`config.mk`:
```
export PLATFORM = sky130hd
export DESIGN_NAME = uart_alu_interface
export DESIGN_NICKNAME = d
export VERILOG_FILES = /design/src/rtl/uart_pkg.sv /design/src/rtl/idle_timer.sv /design/src/rtl/uart_alu_interface.sv
export SDC_FILE = /design/constraint.sdc
export NUM_CORES = 1
export LEC_CHECK = 0
export CAP_MARGIN = 15
export CORE_MARGIN = 3
export CORE_UTILIZATION = 35
export DETAILED_ROUTE_END_ITERATION = 8
export SYNTH_ARGS = -nofsm -noshare
export SYNTH_HDL_FRONTEND = slang
export SYNTH_SLANG_ARGS = --single-unit
```
`constraint.sdc`:
```
create_clock -name CLK_100MHZ -period 6 [get_ports CLK_100MHZ]
set_input_delay 1.2 -clock CLK_100MHZ [delete_from_list [all_inputs] [get_ports CLK_100MHZ]]
set_output_delay 1.2 -clock CLK_100MHZ [all_outputs]
set_load 0.01 [all_outputs]
```
`src/rtl/uart_pkg.sv`:
```
// uart_pkg: shared FSM state encoding and ALU opcode constants for the UART/ALU link
package uart_pkg;
   typedef enum logic [2:0] {
      WAIT_A,
      WAIT_B,
      WAIT_OP,
      CALC,
      SEND,
      WAIT_TX
   } state_t;
   localparam logic [5:0] OP_ADD = 6'b100000;
   localparam logic [5:0] OP_SUB = 6'b100010;
   localparam logic [5:0] OP_AND = 6'b100100;
   localparam logic [5:0] OP_OR  = 6'b100101;
   localparam logic [5:0] OP_XOR = 6'b100110;
   localparam logic [5:0] OP_SRA = 6'b000011;
   localparam logic [5:0] OP_SRL = 6'b000010;
   localparam logic [5:0] OP_NOR = 6'b100111;
endpackage

```
`src/rtl/idle_timer.sv`:
```
// idle_timer: inter-byte watchdog counter; expire is high in the cycle the count hits TIMEOUT_CYCLES-1
//   clk    in   system clock
//   rst_n  in   asynchronous active-low reset
//   clr    in   restart counting from zero (byte accepted)
//   en     in   count while high; held at zero while low
//   expire out  combinational, high while enabled at the terminal count
module idle_timer #(
   parameter int TIMEOUT_CYCLES = 4000000
) (
   input  logic clk,
   input  logic rst_n,
   input  logic clr,
   input  logic en,
   output logic expire
);
   localparam int TW = TIMEOUT_CYCLES > 1 ? $clog2(TIMEOUT_CYCLES) : 1;
   logic [TW-1:0] cnt;
   assign expire = en && cnt == TW'(TIMEOUT_CYCLES - 1);
   // clearing on expiry means the counter never needs to wrap
   always_ff @(posedge clk or negedge rst_n)
      if (!rst_n) cnt <= '0;
      else        cnt <= (en && !clr && !expire) ? cnt + 1'b1 : '0;
endmodule

```
`src/rtl/uart_alu_interface.sv`:
```
// uart_alu_interface: collects A, B, opcode bytes from the UART receiver, drives the ALU and returns a one-byte reply
//   CLK_100MHZ     in   system clock
//   reset          in   asynchronous active-low reset
//   rx_done_tick   in   receiver byte strobe, rx_data valid
//   rx_data        in   received byte
//   tx_done_tick   in   transmitter finished strobe
//   alu_result     in   combinational ALU result
//   alu_a/alu_b    out  registered operands
//   alu_op         out  registered opcode (low OP_BITS of the opcode byte)
//   tx_data        out  reply byte, held until the transmitter finishes
//   tx_start       out  one-cycle transmit request
//   busy           out  high from CALC until tx_done_tick
//   timeout_pulse  out  one-cycle pulse when a partial command is discarded
module uart_alu_interface
   import uart_pkg::*;
#(
   parameter int NBITS          = 8,
   parameter int OP_BITS        = 6,
   parameter int TIMEOUT_CYCLES = 4000000
) (
   input  logic               CLK_100MHZ,
   input  logic               reset,
   input  logic               rx_done_tick,
   input  logic [NBITS-1:0]   rx_data,
   input  logic               tx_done_tick,
   input  logic [NBITS-1:0]   alu_result,
   output logic [NBITS-1:0]   alu_a,
   output logic [NBITS-1:0]   alu_b,
   output logic [OP_BITS-1:0] alu_op,
   output logic [NBITS-1:0]   tx_data,
   output logic               tx_start,
   output logic               busy,
   output logic               timeout_pulse
);
   state_t state, state_nx;
   logic   tmr_en, expire;
   assign tmr_en = state == WAIT_B || state == WAIT_OP;
   idle_timer #(.TIMEOUT_CYCLES(TIMEOUT_CYCLES)) u_timer (
      .clk    (CLK_100MHZ),
      .rst_n  (reset),
      .clr    (rx_done_tick),
      .en     (tmr_en),
      .expire (expire)
   );
   always_ff @(posedge CLK_100MHZ or negedge reset)
      if (!reset) state <= WAIT_A;
      else        state <= state_nx;
   // outputs decode from state so an asynchronous reset clears them immediately
   always_comb begin
      state_nx      = state;
      tx_start      = state == SEND;
      busy          = state == CALC || state == SEND || state == WAIT_TX;
      timeout_pulse = expire && !rx_done_tick;
      case (state)
         WAIT_A:  state_nx = rx_done_tick ? WAIT_B : WAIT_A;
         WAIT_B:  state_nx = rx_done_tick ? WAIT_OP : expire ? WAIT_A : WAIT_B;
         WAIT_OP: state_nx = rx_done_tick ? CALC : expire ? WAIT_A : WAIT_OP;
         CALC:    state_nx = SEND;
         SEND:    state_nx = WAIT_TX;
         WAIT_TX: state_nx = tx_done_tick ? WAIT_A : WAIT_TX;
         default: state_nx = WAIT_A;
      endcase
   end
   always_ff @(posedge CLK_100MHZ or negedge reset)
      if (!reset) begin
         alu_a   <= '0;
         alu_b   <= '0;
         alu_op  <= '0;
         tx_data <= '0;
      end else begin
         if (state == WAIT_A && rx_done_tick)  alu_a   <= rx_data;
         if (state == WAIT_B && rx_done_tick)  alu_b   <= rx_data;
         if (state == WAIT_OP && rx_done_tick) alu_op  <= rx_data[OP_BITS-1:0];
         if (state == CALC)                    tx_data <= alu_result;
      end
endmodule

```
==> results.md <==
- For this design the ratio of total power to cell area is 408 nW/um2.
- After floorplanning, the core was divided into 30 placement rows.
- The startpoint identified for the worst register-to-register timing path is u_timer.cnt[8]$_DFF_PN0_.
- The summed area of non-filler cells in the final layout is about 3200 um2.
- The later pin in the worst-skew pair is clocked with a latency of 0.32 ns.
- The flip-flop cell with the highest count after synthesis is dfrtp_1.
- After synthesis, the largest family of logic cells by area is simple AND/OR/NAND/NOR gates.
- Wire segments on met3 add up to 269 um in the final route.
- The highest achievable clock rate is 0.244 GHz.
- The final critical-path share of the clock period is 0.682.
- The wire length of the first global-routing pass is 9050 um.
- For this design, the slowest cell found on the critical path is clkdlybuf4s50_1.
- After clock tree synthesis, the flow added hold-fix buffers numbering 0.
- The post-cts repair resize count is 0.
- The number of antenna cells inserted is 0.
- Adding up every negative setup slack in the final design gives 0 ns.
- In this run, distinct cell masters in the synthesized netlist total 35.
- The required arrival time at the worst endpoint is 4.80 ns.
- After synthesis the netlist holds a flip-flop and latch count of 55.
- The part of the total power dissipated in combinational logic is 0.407.
- Across the whole layout, storage elements account for 1380 um2.
- The initial utilization of the core area, before any placement, comes to 0.362.
- The number of failing hold endpoints at the final stage is 0.
- Of the cells placed in the final design, the portion with a size suffix greater than 1 is 0.174.
- The highest layer used for signal routing is met4.
- The type of the most critical hold path is reg2reg.
- In this run, CTS created clock tree buffers numbering 5.
- The die is 90.1 um tall.
- The origin of the worst setup path is rx_done_tick.
- The type of the worst setup path is in2out.
- The capturing element type of the critical path is an output pin.
- The final route contains 1828 vias.
- The via count of the first global-routing pass is 1848.
- The analysis attributes to net switching a power of 0.000402 W.
- The area of combinational cells with multiple inputs is 1040 um2.
- TritonCTS built the clock tree.
- The standard cell core area is 6830 um2.
- The cell repeated most along the worst path is clkdlybuf4s50_1.
- The proportion of total power due to net switching is 0.309.
- The number of setup buffers added after CTS is 0.
- In the final design database the tool counted 285 nets.
- Fill cells in the final layout number 660.
- The count of yosys warnings during synthesis is 0.
- The fraction of synthesis flops using an asynchronous set or reset pin is 1.00.
- The total global-route track usage is 0.136.
- Measured on the finished design, the core utilization comes to 0.466.
- Setup repair after global routing left no endpoint under its margin.
- The maximum clock path buffer count is 2.
- The sequential-to-total area share from yosys stat is 0.556.
- In this run the worst path has a maximum fanout of 6.
- The violation count after the first detailed-route iteration is 105.
- Summed over all nets, wire length on met2 after detailed routing comes to 2330 um.
- The gate count after technology mapping is around 210.
- The residual overflow from global routing is 0.
- The via-per-instance ratio is a little over 5.
- The arithmetic-cell share of the synthesized area counting full adders, half adders and majority gates is 0.00506.
- The share of total power dissipated in sequential elements is 0.433.
- The register-to-register path setup slack is ~3.7 ns.
- The run finished with clean final reports.
- The proportion of power drawn by the clock network is 0.160.
- The share of synthesized cell area in and, or, nand and nor gates is 0.170.
- The average wire per cell in the routed design is 14.5 um.
- The number of levels the H-tree was split into is 2.
- The path with the worst hold slack has its endpoint at tx_data[4]$_DFFE_PN0N_.
- The family with the most delay on the worst path is buffers and inverters.
- The count of cells along the worst register-to-register path is 4.
- A synthesized cell averages 11.7 um2.
- The tree is rooted in a clkbuf_8.
- The maximum VDD drop is 0.205 mV.
- The initial antenna violation count was 0.
- The number of top-level pins is 53.
- The HPWL after detailed placement is 3680 um.
- The complex-gate fraction of the synthesized area is 0.0642.
- Counting every sink on the clock net gives 55.
- Summed over all cells, the static leakage comes to between 1 and 1.5 nW.
- The total wire length is approximately 5200 um.
- The number of slew-limit violations in the final report came to 0.
- After clock tree synthesis, the clock-pin slew on the worst setup and hold paths is 0.10 ns.
- The portion of synthesized area spent on multiplexers is 0.137.
- The post-synth net total is 232.
- Along the worst hold path, the cell count comes to 1.
- The capture point of the worst reg-to-reg path is u_timer.cnt[4]$_DFF_PN0_.
- For the final database, setup skew stands at 0.0147 ns.
- The remaining number of nets flagged by the antenna check after routing is 0.
- The worst hold path begins at tx_data[4]$_DFFE_PN0N_.
- The cell depth of the worst setup path is 4.
- The post-route worst hold slack is 0.509 ns.
- The die covers 8110 um2.
- In this design, the stage delay of the slowest critical-path cell is 0.56 ns.
- Entering global routing, the biggest net connects 56 pins.
- Yosys mapped a number of flops with a built-in enable equal to 0.
- The kind of launch point of the worst setup path is an input port.
- Port buffering added 52 buffers.
- The detailed router put a total of 2570 um of wire on met1.
- The clock period minus final worst setup slack is 4.09 ns.
- In this run the cell area of the synthesized design comes to ~2500 um2.
- Summing all placed instances gives a cell area of 3090 um2.
- The die boundary width is about 90 um.
- The data arrival time of the critical path is 2.89 ns.
- The total iterations of the first detailed-routing run is 4.
- Traced cell by cell, the critical path runs through clkdlybuf4s50_1 > or3_1 > nor3_1 > clkdlybuf4s50_1.
- The number of max-cap violations is 0.
- The DRC violation count after routing is 0.
- For the pin with the worst max-slew slack, the measured transition is 1.07 ns.
- Headroom to the max-slew limit came out at 0.274.
- The final setup violation count is 0.
- The internal portion of the total power is 0.000897 W.
- Leaving out fill and tap cells, the most frequent cell in the layout is dfrtp_1.
- The critical path contains buffers and inverters numbering 2 combined.
- Leaving out fill and tap cells, the most frequent cells in the layout are dfrtp_1, clkdlybuf4s50_1, mux2_2, nor2_1, nand2_1.
- The parity-gate share of the synthesized area counting xor and xnor cells is 0.0425.
- The routability-driven placement congestion ratio is 0.852.
- The layout overhead on the synthesized area is 28.6%.
==> registers in the layout, indices dropped and copies added (netlist names) <==
name	cells
state	3
tx_data	8
u_timer.cnt	22
alu_a	8
alu_op	6
alu_b	8
==> cells in the mapped netlist (2+ instances only) <==
| cell | n | share of area |
|---|---|---|
| nand2b_1 | 4 | 0.010 |
| or2_2 | 2 | 0.0051 |
| nor3_1 | 3 | 0.0061 |
| and3_1 | 2 | 0.0051 |
| a21oi_1 | 8 | 0.016 |
| a211oi_1 | 2 | 0.0061 |
| and4_1 | 2 | 0.0071 |
| nand3_1 | 9 | 0.018 |
| mux2_2 | 30 | 0.14 |
| inv_1 | 6 | 0.0091 |
| o31ai_1 | 4 | 0.012 |
| xnor2_1 | 8 | 0.028 |
| clkbuf_1 | 6 | 0.0091 |
| or3_1 | 5 | 0.013 |
| xor2_1 | 4 | 0.014 |
| nor2_1 | 14 | 0.021 |
| nor2b_1 | 2 | 0.0051 |
| nand2_1 | 10 | 0.015 |
| nor3b_1 | 2 | 0.0061 |
| nand4_1 | 9 | 0.023 |
| o21ai_0 | 3 | 0.0061 |
| dfrtp_1 | 55 | 0.56 |
| nor4_1 | 3 | 0.0076 |
| or4_1 | 7 | 0.021 |
==> per-layer routing <==
metal,GRT usage,vias up
li1,-,870
met1,0.193,908
met5,0,-
met3,0.0335,7
met2,0.205,43
met4,0.0421,0
==> how the worst max path moves through the flow <==
stage and end:
2_1_floorplan timeout_pulse, 5_1_grt timeout_pulse, 4_1_cts timeout_pulse, 3_5_place_dp timeout_pulse
6_report timeout_pulse, 3_3_place_gp timeout_pulse
==> power groups by stage <==
stage          Combinational, W  Sequential, W  Clock (W)
2_1_floorplan          0.000219       0.000602          0
3_3_place_gp           0.000535       0.000566          0
3_5_place_dp           0.000537       0.000571          0
4_1_cts                0.000540       0.000563   0.000215
5_1_grt                0.000572       0.000582   0.000228
6_report               0.000529       0.000562   0.000208
==> metrics by stage <==
stage               cells  setup WS [ns]  total power [W]
floorplan             211           2.88         0.000821
global placement      353           1.93          0.00110
detailed placement    353           1.91          0.00111
CTS                   361           1.90          0.00132
global route          361           1.77          0.00138
finish                361           1.91          0.00130
==> kinds of logic (layout without fill, tap and decap cells) <==
kind of cell / Yosys count / count (layout)
AO/OA/AOI/OAI: 23 / 23
XOR/XNOR: 12 / 12
adder cells (fa/ha/maj): 1 / 1
buffers and inverters: 14 / 68
flip-flops: 55 / 55
multiplexers: 30 / 30
AND/OR/NAND/NOR: 76 / 76
==> cell type report <==
| class | instances | share of cell area |
|---|---|---|
| tap | 96 | 0.0378 |
| timing repair buffer | 54 | 0.167 |
| sequential | 55 | 0.433 |
| clock buffer | 5 | 0.0216 |
| multi-input combinational | 142 | 0.328 |
| inverter | 6 | 0.00708 |
| clock inverter | 3 | 0.00629 |
(Power assumes the default switching activity.)
